===== src/rtl/sprf_idx_pipe.sv =====
// SPRF front end: NCH index registers, stall-able type/read-select delay line and
// indirect DRAM address generation with circular post-increment/decrement.
module sprf_idx_pipe #(
    parameter int NCH      = 2,
    parameter int TYP_W    = 2,
    parameter int DAT_W    = 16,
    parameter int ADDR_W   = 10,
    parameter int ADDR_LIM = 1024,
    parameter int SEL_DLY  = 2,
    parameter int STEP_W   = 4,
    parameter int CH_W     = (NCH > 1) ? $clog2(NCH) : 1
) (
    input  logic                   clk,
    input  logic                   reset_b,
    input  logic                   t_cs,
    input  logic [NCH*TYP_W-1:0]   typ_sel_i,
    input  logic [NCH-1:0]         rd_sel_src_i,
    input  logic [NCH-1:0]         rd_sel_dst_i,
    input  logic                   wr_en_i,
    input  logic [CH_W-1:0]        wr_ch_i,
    input  logic [DAT_W-1:0]       wr_dat_i,
    input  logic                   src_indir_i,
    input  logic                   dst_indir_i,
    input  logic [CH_W-1:0]        indir_ch_i,
    input  logic [1:0]             pm_mode_i,
    input  logic [STEP_W-1:0]      pm_step_i,
    output logic [NCH*TYP_W-1:0]   typ_sel_o,
    output logic [NCH-1:0]         rd_sel_o,
    output logic [NCH*DAT_W-1:0]   idx_o,
    output logic [ADDR_W-1:0]      dram_addr_o,
    output logic                   dram_addr_vld_o
);

    // Wide enough to hold v+s and ADDR_LIM (up to 2^ADDR_W) without overflow.
    localparam int PW = ((ADDR_W > STEP_W) ? ADDR_W : STEP_W) + 2;

    logic [SEL_DLY-1:0][NCH*TYP_W-1:0] r_typ_pipe;
    logic [NCH-1:0]                    r_rd_sel;
    logic                              r_req_a;
    logic [CH_W-1:0]                   r_ch_a;
    logic [1:0]                        r_pm_a;
    logic [STEP_W-1:0]                 r_step_a;
    logic [ADDR_W-1:0]                 r_dram_addr;
    logic                              r_dram_vld;

    logic [NCH-1:0]                    w_hit;
    logic [ADDR_W-1:0]                 w_v;
    logic [PW-1:0]                     w_v_ext;
    logic [PW-1:0]                     w_s_ext;
    logic [PW-1:0]                     w_lim;
    logic [PW-1:0]                     w_sum;
    logic [ADDR_W-1:0]                 w_inc;
    logic [ADDR_W-1:0]                 w_dec;
    logic [ADDR_W-1:0]                 w_pm_res;
    logic                              w_fire;
    logic                              w_pm_en;

    always_ff @(posedge clk or negedge reset_b) begin
        if (!reset_b) begin
            r_typ_pipe <= '0;
            r_rd_sel   <= '0;
        end else if (t_cs) begin
            r_typ_pipe[0] <= typ_sel_i;
            for (int k = 1; k < SEL_DLY; k++) begin
                r_typ_pipe[k] <= r_typ_pipe[k-1];
            end
            r_rd_sel <= rd_sel_src_i | rd_sel_dst_i;
        end
    end

    assign typ_sel_o = r_typ_pipe[SEL_DLY-1];
    assign rd_sel_o  = r_rd_sel;

    // Stage A samples every cycle; t_cs only gates whether stage B acts on it.
    always_ff @(posedge clk or negedge reset_b) begin
        if (!reset_b) begin
            r_req_a  <= 1'b0;
            r_ch_a   <= '0;
            r_pm_a   <= 2'b00;
            r_step_a <= '0;
        end else begin
            r_req_a  <= src_indir_i | dst_indir_i;
            r_ch_a   <= indir_ch_i;
            r_pm_a   <= pm_mode_i;
            r_step_a <= pm_step_i;
        end
    end

    // Channel decode by equality so an out-of-range channel simply hits nothing.
    always_comb begin
        w_v = '0;
        for (int c = 0; c < NCH; c++) begin
            if (w_hit[c]) begin
                w_v = w_v | idx_o[c*DAT_W +: ADDR_W];
            end
        end
    end

    assign w_fire  = t_cs & r_req_a & (|w_hit);
    assign w_pm_en = w_fire & ((r_pm_a == 2'b01) | (r_pm_a == 2'b10));

    assign w_v_ext  = PW'(w_v);
    assign w_s_ext  = PW'(r_step_a);
    assign w_lim    = PW'(ADDR_LIM);
    assign w_sum    = w_v_ext + w_s_ext;
    assign w_inc    = (w_sum >= w_lim) ? ADDR_W'(w_sum - w_lim) : ADDR_W'(w_sum);
    assign w_dec    = (w_v_ext < w_s_ext) ? ADDR_W'(w_v_ext + w_lim - w_s_ext)
                                          : ADDR_W'(w_v_ext - w_s_ext);
    assign w_pm_res = (r_pm_a == 2'b01) ? w_inc : w_dec;

    genvar gi;
    generate
        for (gi = 0; gi < NCH; gi++) begin : g_ch
            logic [DAT_W-1:0] r_idx;

            assign w_hit[gi] = (r_ch_a == CH_W'(gi));
            assign idx_o[gi*DAT_W +: DAT_W] = r_idx;

            // A register write on the same edge takes priority over post-modify.
            always_ff @(posedge clk or negedge reset_b) begin
                if (!reset_b) begin
                    r_idx <= '0;
                end else if (t_cs && wr_en_i && (wr_ch_i == CH_W'(gi))) begin
                    r_idx <= wr_dat_i;
                end else if (w_pm_en && w_hit[gi]) begin
                    r_idx <= DAT_W'(w_pm_res);
                end
            end
        end
    endgenerate

    always_ff @(posedge clk or negedge reset_b) begin
        if (!reset_b) begin
            r_dram_addr <= '0;
            r_dram_vld  <= 1'b0;
        end else begin
            r_dram_addr <= w_fire ? w_v : '0;
            r_dram_vld  <= w_fire;
        end
    end

    assign dram_addr_o     = r_dram_addr;
    assign dram_addr_vld_o = r_dram_vld;

endmodule


===== config.mk =====
export PLATFORM = sky130hd
export DESIGN_NAME = sprf_idx_pipe
export DESIGN_NICKNAME = d
export VERILOG_FILES = /design/src/rtl/sprf_idx_pipe.sv
export SDC_FILE = /design/constraint.sdc
export NUM_CORES = 1
export LEC_CHECK = 0
export CAP_MARGIN = 25
export CORE_MARGIN = 2
export CORE_UTILIZATION = 35
export CTS_CLUSTER_SIZE = 14
export DETAILED_ROUTE_END_ITERATION = 10
export PLACE_DENSITY = 0.63
export SETUP_SLACK_MARGIN = 0.2
export SYNTH_ARGS = -nofsm -noshare
export SYNTH_HDL_FRONTEND = slang
export SYNTH_SLANG_ARGS = --single-unit

===== constraint.sdc =====
create_clock -name clk -period 5 [get_ports clk]
set_input_delay 1.25 -clock clk [delete_from_list [all_inputs] [get_ports clk]]
set_output_delay 1.25 -clock clk [all_outputs]
set_load 0.005 [all_outputs]

* After elaboration in Yosys (flattened, before gate mapping) *
Index checks and enable logic that the tools add are counted.

operators by class
  add/subtract/negate cells = 5
  $lt $le $gt $ge = 2
  equal/unequal tests = 2
  multiplexer cells = 10
  bitwise gates (word level) = 8
  reductions and logical operators = 7

operator list
  operator               number
  $mux 16                4
  $mux 10                6
  $sub 10x4->10          2
  $add 10x4->11          1
  $ge 11x11->1 const B   1
  $add 10x1->10 const B  1
  $lt 10x4->1            1
  $or 10x10->10          1
  $sub 10x1->10 const B  1
  $logic_and 1x1->1      5
  $reduce_bool 2->1      2
  $and 1x1->1            2
  $eq 2x1->1 const B     1
  $eq 2x2->1 const B     1
  $not 1->1              2
  $or 1x1->1             2
  $or 2x2->2             1

storage, ports and cells
  register bits after elaboration = 61
  input port bits = 38
  output and inout bits = 49
  word-level logic and storage cells = 45

* Longest topological paths before layout *
Gate-level depths: netlist of the first run.

  depth after elaboration = 9
  depth in mapped cells = 13
  gate-level depth less buffers = 10

* Least setup slack after synthesis of the first run *
Ideal clock, no wire load.

  path type = register to register
  from = register r_ch_a
  to = register g_ch[0].r_idx[9]
  library setup time = 0.130 ns
  arrival time = 2.812 ns
  required time = 4.870 ns
  setup slack = 2.057 ns
  stages on the path, launching flop included = 12
  buffers on the path = 3
  period minus slack after synthesis = 2.943 ns
  cell sequence = dfrtp_1 > buf_4 > buf_4 > buf_1 > mux2i_1 > inv_1 > ha_1 > nand2b_1 > a211o_1 > a211o_1 > a311oi_1 > o21ai_1

between the ends
  cells in the longest elaborated chain, start to end = 9
  elaborated cells between the ends (all ways) = 18
  classes of those cells = add/sub (5); order compare (2); mux (7); bitwise (2); reduce/logical (2)

RTL lines
  item                                                   line      RTL
  start: declaration                                     40        logic [CH_W-1:0] r_ch_a;
  start signal: assignment                               83        r_ch_a <= indir_ch_i;
  $mux 10                                                93        if (w_hit[c]) begin
  $or 10x10->10                                          94        w_v = w_v | idx_o[c*DAT_W +: ADDR_W];
  $mux 10                                                93
  $add 10x1->10 / $add 10x4->11 (equally long branches)  107, 105
  $sub 10x4->10, or another cell as far along            107       assign w_dec = (w_v_ext < w_s_ext) ? ADDR_W'(w_v_ext + w_lim - w_s_ext)
  $mux 10 (on tied branches)                             107, 106
  $mux 10                                                109       assign w_pm_res = (r_pm_a == 2'b01) ? w_inc : w_dec;
  $mux 16                                                125       end else if (w_pm_en && w_hit[gi]) begin
  $mux 16                                                123       end else if (t_cs && wr_en_i && (wr_ch_i == CH_W'(gi))) begin
  end signal: assignment                                 124       r_idx <= wr_dat_i;
  end signal: assignment                                 126       r_idx <= DAT_W'(w_pm_res);
  end: declaration                                       114       logic [DAT_W-1:0] r_idx;

Parallel ways exist; a longest one is shown, timed or not. The select of a mux whose other input is x is not followed.
A chain may end at the register's enable or synchronous reset.

* Final worst setup path of the first run *
  from = input port t_cs
  to = register g_ch[0].r_idx[7]

between the ends
  cells in the longest elaborated chain, start to end = 4
  elaborated cells between the ends (all ways) = 7
  classes of those cells = mux (1); bitwise (2); reduce/logical (4)

RTL lines
  item                                line  RTL
  start: declaration                  15    input logic t_cs,
  $and 1x1->1                         99    assign w_fire = t_cs & r_req_a & (|w_hit);
  $and 1x1->1                         100   assign w_pm_en = w_fire & ((r_pm_a == 2'b01) | (r_pm_a == 2'b10));
  $logic_and 1x1->1                   125
  $reduce_bool 2->1 (no source line)  -

Parallel ways exist; a longest one is shown, timed or not.

==> summary.txt, run 1 <==
Route
  • DRC: 0
  • Routed Antenna Nets: 0
  • Starting DRT DRC Count: 143
  • Via count: 2605
  • Detailed Route WL: 8070 um
  • TritonRoute pass-1 iters: 4
  • Wire per inst: 17.1 um
  • Via density per instance: 5.53

Timing
  • Least-Margin Pin Slew: 945 ps
  • Fmax: 0.253 GHz
  • Final Skew: 3.19 ps
  • Final setup margin: 1050 ps
  • Relative slew slack: 36.4%
  • TNS Setup: 0 ps
  • Fin crit share: 79.0%
  • Setup-failing EPs final: 0
  • Period minus WS final: 3950 ps
  • Final slew viol count: 0
  • Hold Violations, Final: 0
  • RSZ-0062 raised after global routing: false

Power
  • Leakage: 0.00183 uW
  • Power density cells: 409 mW/mm2
  • Peak supply drop: 0.156 mV

Logic synthesis
  • Top cells by area, synth: dfrtp_1 50%, a22o_1 5.1%, mux2_2 4.4%
  • Synth area leader: dfrtp_1
  • Synth top area share: 49.7%
  • Post-Syn Instances: 276
  • Yosys cell types: 46
  • Post-synth top cells: 61 x dfrtp_1, 19 x nor2_1, 18 x a22o_1, 15 x a22oi_1, 12 x mux2_2
  • Register bit total from synthesis: 61
  • Syn avg cell area: 11.1 um2
  • Ys async rst share: 100%
  • Count leader, synth: dfrtp_1
  • Post-synthesis net count: 325
  • Synth Flop Type: dfrtp_1
  • Mapped cell area: 0.00307 mm2
  • Seq/Total Area, Yosys: 49.7%
  • Post-synth EDFFs: 0
  • Warnings from Yosys: 0

Place
  • Dpl cells: 456
  • Final HPWL DP: 5570 um
  • Pre-CTS WS: 723 ps
  • Placer Congestion: 0.876
  • Port buffer count: 86

Critical path
  • Critical path endpoint category: register
  • CP max-delay cell: clkdlybuf4s50_1
  • Critical Path Source Type: primary input
  • CP cell instances: clkdlybuf4s50_1 -> nand2_1 -> or4_1 -> or4_1 -> nand3_1
  • Most used cell, CP: or4_1
  • Crit-path max cell delay: 920 ps
  • CP max FO: 19
  • Worst endpoint required time: 5270 ps
  • Delay-heaviest family, CP: simple AND/OR/NAND/NOR gates
  • Crit path buf inv count: 1
  • Crit path kind: in2reg
  • Worst EP arrival: 4220 ps

Floorplanning
  • Die ar.: 0.00954 mm2
  • FP Rows: 34
  • Chip width: 97.7 um
  • Die H: 97.7 um
  • Initial core utilization: 35.6%
  • Core area: 0.00864 mm2
  • Io pins: 87

Global route
  • Total global-route track usage: 17.4%
  • Initial antenna violation count: 0
  • Pin count of the biggest net entering global routing: 62
  • Global-route wire length before repair: 13200 um
  • Vias in the first global route: 2545
  • Remaining Overflow, GRT: 0

Clock tree
  • CTS Hold Bufs: 0
  • Clk_lat worst skew: 340 ps
  • CTS root buf: clkbuf_8
  • Clock Sinks: 61
  • Clk buf depth: 2
  • Clock transition at the registers of the reported paths: 70 ps
  • Resized cells post-CTS: 0
  • CTS tree: built
  • H-tree depth: 3
  • Post-CTS setup buffer count: 0
  • Num CTS Buffers: 9

Final layout
  • # diodes: 0
  • Fill cells: 801
  • Fin cells: 471
  • Reg area: 0.00153 mm2
  • Share of cells above drive strength 1: 10.2%
  • Area delta synth->final: 36.3%
  • Nets: 408
  • Multi-input logic area: 0.00140 mm2

Job
  • Max_cap viols: 0

Hold path
  • Hold Crit Class: reg2reg

Outcome
  • Status: completed
==> area by class of cell <==
| class | count | area share [%] |
|---|---|---|
| clock inverters | 4 | 1.14 |
| repair buffers | 90 | 21.2 |
| multi-input cells | 186 | 33.4 |
| well taps | 108 | 3.23 |
| inverters | 11 | 0.987 |
| clock buffers | 11 | 3.62 |
| flip-flops and latches | 61 | 36.5 |
==> sequential cells by signal, indices dropped and copies added, names as in the netlist, 2 cells and up <==
register,flops
r_pm_a,2
g_ch.r_idx,32
rd_sel_o,2
r_typ_pipe,4
typ_sel_o,4
dram_addr_o,10
r_step_a,4
==> report_power, final <==
part / internal (uW) / switching (uW)
registers: 584 / 78.2
clock network: 253 / 188
logic: 337 / 273
total: 1170 / 539
==> cells in the final DEF, fill, tap and decap left out, types with 9 or more instances in the layout <==
cell type	instances
clkbuf_8	11
mux2_2	12
a22o_1	18
a22oi_1	15
inv_1	11
ha_1	9
mux2i_1	10
o21ai_0	11
dfrtp_1	61
nand2_1	9
nor2_1	19
clkdlybuf4s50_1	85
==> layer usage <==
layer / share of wire [%] / up-vias / GRT usage, %
li1: - / 1188 / -
met1: 45 / 1289 / 23.0
met2: 47 / 101 / 26.9
met3: 5.3 / 27 / 4.75
met4: 3.0 / 0 / 7.59
met5: 0 / - / 0
==> stage by stage <==
step	area [um2]	hold slack, ps	total power, uW	utilization (%)
6_report	4190	506	1710	48.5
5_1_grt	4190	526	1830	48.5
4_1_cts	4190	507	1720	48.5
3_5_place_dp	3990	490	1280	46.2
3_3_place_gp	3990	481	1270	46.2
2_1_floorplan	3070	475	980	-
==> worst reg2reg max path: stages (launching register included) <==
cell      delay [ps]
dfrtp_1          730
buf_4            330
mux2i_1          480
inv_1            150
ha_1             300
nand2b_1         170
a211o_1          340
a211o_1          350
a311oi_1         230
o21ai_1          120
==> logic make-up (layout without fill, tap and decap cells) <==
kind of cell / after synthesis / in the layout / synth area share [%]
xor gates and xnor gates: 4 / 4 / 1.14
buffers and inverters: 29 / 116 / 4.81
DFF: 61 / 61 / 49.7
adders and majority gates: 11 / 11 / 4.97
and+or+nand+nor: 73 / 73 / 13.0
AOI/OAI and AO/OA: 74 / 74 / 17.5
muxes: 24 / 24 / 8.84
==> path summary, 6_finish.rpt <==
path                               start               end  slack, ps  cells after the start
setup / recovery                    t_cs  g_ch[0].r_idx[7]       1050                      5
hold / removal             r_typ_pipe[0]     r_typ_pipe[0]        510                      1
setup reg to reg                  r_ch_a  g_ch[1].r_idx[9]       1670                      9
hold reg to reg            r_typ_pipe[0]     r_typ_pipe[0]        510                      1
max in group asynchronous        reset_b  g_ch[0].r_idx[9]       3420                      2
min in group asynchronous        reset_b     r_typ_pipe[1]       1050                      2
(Power assumes the default switching activity.)
==> run 2: changes to the inputs <==
clock period = 3.9 ns   (was 5 ns; I/O delays follow)
==> run 2 against run 1 <==
Net effect:
- utilization up 0.28 points
- clock skew up 5.1 ps
- flip-flop and latch count unchanged
- cell area up 0.57%
- hold slack worse by 3.8 ps
- final cell count up 1.3%
- sequential share of layout area down 0.21 points
- clock-buffer cell count down 1
- non-clock buffer count up 5
- largest power group unchanged
==> summary.txt, run 2 (same netlist as run 1, synthesis figures left out) <==
Route
  • Detail Route met2 WL: 3740 um (-1.6%)
  • DRC: 0 (unchanged)
  • Routed Antenna Nets: 0 (unchanged)
  • Via count: 2548 (-2.2%)
  • Met3 Wirelength: 362 um (-15%)
  • Detailed Route WL: 7960 um (-1.4%)
  • Uppermost layer routed: met4
  • TritonRoute pass-1 iters: 4 (unchanged)
  • Wire per inst: 16.7 um (-2.6%)
  • Met1 Routed Length: 3660 um (+1.5%)
  • Starting DRT DRC Count: 69 (-52%)
  • Via density per instance: 5.34 (-3.4%)

Final layout
  • Largest reg by FF count: g_ch.r_idx
  • Area delta synth->final: 37.0%
  • Nets: 413 (+1.2%)
  • Commonest cells after routing, fill and taps aside: 85 x clkdlybuf4s50_1, 61 x dfrtp_1, 19 x nor2_1
  • Finished layout cell area: 0.00421 mm2 (+0.57%)
  • # diodes: 0 (unchanged)
  • Max FFs per register: 32 (unchanged)
  • Share of cells above drive strength 1: 11.7% (+1.5 points)
  • Commonest non-fill, non-tap cell in the layout: clkdlybuf4s50_1

Floorplanning
  • FP Rows: 34 (unchanged)
  • Chip width: 97.7 um (unchanged)
  • Die H: 97.7 um (unchanged)
  • Die ar.: 0.00954 mm2 (unchanged)
  • Core area: 0.00864 mm2 (unchanged)
  • Initial core utilization: 35.6% (unchanged)
  • Io pins: 87 (unchanged)

Global route
  • Remaining Overflow, GRT: 0 (unchanged)
  • Total global-route track usage: 17.4% (about the same)
  • Pin count of the biggest net entering global routing: 40 (-35%)
  • Vias in the first global route: 2663 (+4.6%)
  • Global-route wire length before repair: 13200 um (-0.32%)
  • Initial antenna violation count: 0 (unchanged)

Outcome
  • Status: completed

Clock tree
  • Clk_lat worst skew: 350 ps (about the same)
  • CTS Hold Bufs: 0 (unchanged)
  • Clock Sinks: 61 (unchanged)
  • Post-CTS setup buffer count: 0 (unchanged)
  • Clk buf depth: 2 (unchanged)
  • H-tree depth: 3 (unchanged)
  • CTS tree: built
  • Num CTS Buffers: 9 (unchanged)
  • Resized cells post-CTS: 0 (unchanged)
  • CTS root buf: clkbuf_8
  • Clock transition at the registers of the reported paths: 80 ps (about the same)

Timing
  • Fin Hold WS: 502 ps (-3.84 ps)
  • Fin crit share: 71.4%
  • Hold Violations, Final: 0 (unchanged)
  • Fmax: 0.359 GHz
  • Period minus WS final: 2790 ps
  • Final Skew: 8.29 ps (+5.10 ps)
  • TNS Setup: 0 ps (unchanged)
  • Setup-failing EPs final: 0 (unchanged)
  • Relative slew slack: 50.3% (+14 points)
  • Final slew viol count: 0 (unchanged)
  • Least-Margin Pin Slew: 745 ps (-199 ps)
  • RSZ-0062 raised after global routing: false

Power
  • Power density cells: 511 mW/mm2 (+25%)
  • Peak supply drop: 0.210 mV (+34%)
  • Leakage: 0.00185 uW (+0.90%)

Job
  • Max_cap viols: 0 (unchanged)

Critical path
  • Crit path kind: reg2reg
  • FF-to-FF path depth: 8 (-1)
  • Critical path endpoint category: register
  • Worst EP arrival: 3020 ps (-1200 ps)
  • CP max FO: 12 (-7)
  • Critical Path Source Type: register
  • Worst endpoint required time: 4130 ps (-1140 ps)

Place
  • Placer Congestion: 0.837 (-4.5%)
  • Port buffer count: 86 (unchanged)
  • Placed inst area: 0.00402 mm2 (+0.94%)
  • Final HPWL DP: 5770 um (+3.6%)

Hold path
  • Worst Hold Depth: 1 (unchanged)
  • Hold Crit Class: reg2reg
run 2: cell count changes in the layout (fill, tap and decap cells not counted):
cell       previous run  this run
buf_4                 4         9
clkinv_4              0         3
bufinv_16             1         0
clkbuf_8             11        10
clkinv_2              2         1
inv_6                 0         1
run 2: power breakdown:
part	switching, uW	internal [uW]	leakage [uW]
logic	349	435	0.00100
clock network	271	252	0.0000928
registers	95.8	748	0.000755
run 2: final cells by class:
| class | instances | area [um2] |
|---|---|---|
| fill | 811 | 4430 |
| sequential | 61 | 1530 |
| multi-input combinational | 186 | 1400 |
| timing repair buffer | 95 | 923 |
| clock buffer | 10 | 138 |
| tap | 108 | 135 |
| clock inverter | 6 | 47.5 |
| inverter | 11 | 41.3 |
run 2: final timing paths:
kind	slack (ps)	from	to
min in group asynchronous	580	reset_b	dram_addr_o[6]
max reg2reg	1110	r_ch_a	g_ch[1].r_idx[8]
min reg2reg	500	g_ch[0].r_idx[14]	g_ch[0].r_idx[14]
max	1110	r_ch_a	g_ch[1].r_idx[8]
min	500	g_ch[0].r_idx[14]	g_ch[0].r_idx[14]
max in group asynchronous	2450	reset_b	typ_sel_o[3]
run 2: layer usage:
layer | up-vias | track usage [%]
met2 | 85 | 27.6
met1 | 1251 | 23.1
met4 | 0 | 7.05
met3 | 19 | 3.96
met5 | - | 0
li1 | 1193 | -
run 2: metrics by stage:
step	util, %	power, uW	worst slack, ps	std cells
2_1_floorplan	-	1260	957	276
3_3_place_gp	46.6	1630	903	461
3_5_place_dp	46.6	1640	855	461
4_1_cts	48.7	2170	1110	477
5_1_grt	48.7	2300	906	477
6_report	48.7	2150	1110	477
run 2: critical path: stages, from the launching register on:
cell	delay, ps
dfrtp_1	500
buf_4	260
mux2_2	380
ha_1	360
inv_1	100
a211o_1	330
a32oi_1	410
mux2i_1	260
nand2_1	70
==> run 3: changes to the inputs <==
PLACE_DENSITY = 0.65   (was 0.63)
clock period = 2.4 ns   (was 3.9 ns; I/O delays follow)
==> run 3 against run 2 <==
Net effect:
- die area stayed put
- flip-flop and latch count is the same
- largest power group is now combinational cells
- sequential share of layout area shrank 3.8 points
- combinational power up 110%
- global-route usage increased by 1.0 points
==> summary.txt, run 3 (same netlist as run 1, synthesis figures left out) <==
Outcome
  • Status: completed

Critical path
  • CP max-delay cell: or4b_1
  • Crit-path max cell delay: 550 ps (+50 ps)
  • Worst endpoint required time: 2620 ps (-1510 ps)
  • CP max FO: 9 (-3)
  • Critical path endpoint category: register
  • Crit path kind: reg2reg
  • Worst EP arrival: 2550 ps (-470 ps)
  • Most used cell, CP: buf_12
  • R2R setup slack: 70 ps (-1040 ps)
  • Critical Path Source Type: register
  • CP cell instances: buf_12 -> buf_12 -> buf_4 -> mux2i_1 -> or4b_1 -> a211o_1 -> a311oi_1 -> o21ai_1

Route
  • Starting DRT DRC Count: 142 (+110%)
  • DRC: 0 (unchanged)
  • Via count: 2636 (+3.5%)
  • Wire per inst: 16.8 um (+0.73%)
  • Routed Antenna Nets: 0 (unchanged)
  • Detailed Route WL: 8440 um (+6.0%)
  • TritonRoute pass-1 iters: 4 (unchanged)
  • Via density per instance: 5.25 (-1.7%)

Floorplanning
  • Io pins: 87 (unchanged)
  • Initial core utilization: 35.6% (unchanged)
  • Chip width: 97.7 um (unchanged)
  • FP Rows: 34 (unchanged)
  • Die ar.: 0.00954 mm2 (unchanged)
  • Die H: 97.7 um (unchanged)
  • Core area: 0.00864 mm2 (unchanged)

Clock tree
  • CTS Hold Bufs: 0 (unchanged)
  • Clock Sinks: 61 (unchanged)
  • Clock transition at the registers of the reported paths: 70 ps (about the same)
  • Clk buf depth: 2 (unchanged)
  • Clk_lat worst skew: 350 ps (about the same)
  • H-tree depth: 3 (unchanged)
  • CTS tree: built
  • CTS root buf: clkbuf_8
  • Num CTS Buffers: 9 (unchanged)

Timing
  • Fin crit share: 97.0% (+26 points)
  • Setup-failing EPs final: 0 (unchanged)
  • Relative slew slack: 60.5% (+10 points)
  • RSZ-0062 raised after global routing: true
  • Final slew viol count: 0 (unchanged)
  • TNS Setup: 0 ps (unchanged)
  • Least-Margin Pin Slew: 576 ps (-170 ps)
  • Final setup margin: 71.8 ps (-1040 ps)
  • Fmax: 0.430 GHz (+20%)
  • Hold Violations, Final: 0 (unchanged)
  • Period minus WS final: 2330 ps (-458 ps)
  • Final Skew: 15.2 ps (+6.91 ps)

Place
  • Placer Congestion: 0.864 (+3.2%)
  • Final HPWL DP: 6160 um (+6.8%)
  • Port buffer count: 86 (unchanged)
  • Pre-CTS WS: -62.1 ps (-917 ps)

Final layout
  • Nets: 438 (+6.1%)
  • # diodes: 0 (unchanged)
  • Area delta synth->final: 53.1%
  • Largest reg by FF count: g_ch.r_idx
  • Share of cells above drive strength 1: 24.9% (+13 points)
  • Commonest cells after routing, fill and taps aside: 85 x clkdlybuf4s50_1, 61 x dfrtp_1, 30 x buf_4
  • Max FFs per register: 32 (unchanged)
  • Commonest non-fill, non-tap cell in the layout: clkdlybuf4s50_1

Power
  • Power Total: 4040 uW (+88%)
  • Power density cells: 860 mW/mm2 (+68%)
  • Leakage: 0.00204 uW (+10%)
  • Peak supply drop: 0.351 mV (+67%)

Global route
  • Remaining Overflow, GRT: 0 (unchanged)
  • Pin count of the biggest net entering global routing: 51 (+28%)
  • Total global-route track usage: 18.4% (+1.0 points)
  • Initial antenna violation count: 0 (unchanged)
  • Global-route wire length before repair: 13800 um (+4.8%)
  • Vias in the first global route: 2666 (+0.11%)

Job
  • Max_cap viols: 0 (unchanged)

Hold path
  • Hold Crit Class: in2async
## run 3: layout make-up
cell class                 instances  area (um2)
clock buffer                      10         128
tap                              108         135
sequential                        61        1530
clock inverter                     6        87.6
inverter                          11        41.3
multi-input combinational        186        1620
fill                             775        3930
timing repair buffer             120        1160
## run 3: critical path, delay by kind of cell (launching register included)
kind / cells / cell delay [ps]
AO/OA/AOI/OAI: 3 / 660
buffers and inverters: 3 / 450
flip-flops: 1 / 400
multiplexers: 1 / 150
AND/OR/NAND/NOR: 1 / 550
## run 3: path summary, 6_finish.rpt
kind                                   start                 to  cells after the start
hold reg to reg            g_ch[0].r_idx[14]  g_ch[0].r_idx[14]                      1
hold / removal                       reset_b      r_typ_pipe[3]                      1
setup / recovery                      r_ch_a   g_ch[0].r_idx[9]                      8
setup reg to reg                      r_ch_a   g_ch[0].r_idx[9]                      8
max in group asynchronous            reset_b     dram_addr_o[5]                      2
min in group clk           g_ch[0].r_idx[14]  g_ch[0].r_idx[14]                      1
## run 3: through the flow
| step | std cells | utilization, % | hold WS [ps] | cell area [um2] |
|---|---|---|---|---|
| after global placement | 485 | 50.2 | 481 | 4330 |
| final | 502 | 54.4 | 131 | 4700 |
| after detailed placement | 485 | 50.2 | 486 | 4330 |
| after global routing | 502 | 54.4 | 128 | 4700 |
| after CTS | 502 | 53.5 | 127 | 4620 |
| after floorplan | 276 | - | 304 | 3170 |
## run 3: report_power, final
part / switching (uW) / leakage, uW / internal [uW]
clock network: 414 / 0.000110 / 584
registers: 171 / 0.000755 / 1220
logic: 705 / 0.00118 / 954
total: 1290 / 0.00204 / 2750
## run 3: what timing repair did
item,CTS,global route
buffers inserted,1,0
resized for setup,16,18
pin swaps,13,14
setup endpoints to repair,14,14
## run 3: routing by layer
layer / vias to the layer above / wire length, um / GRT usage [%]
li1: 1252 / - / -
met1: 1303 / 3870 / 25.4
met2: 70 / 4050 / 28.3
met3: 11 / 399 / 5.18
met4: 0 / 119 / 5.66
met5: - / 0 / 0
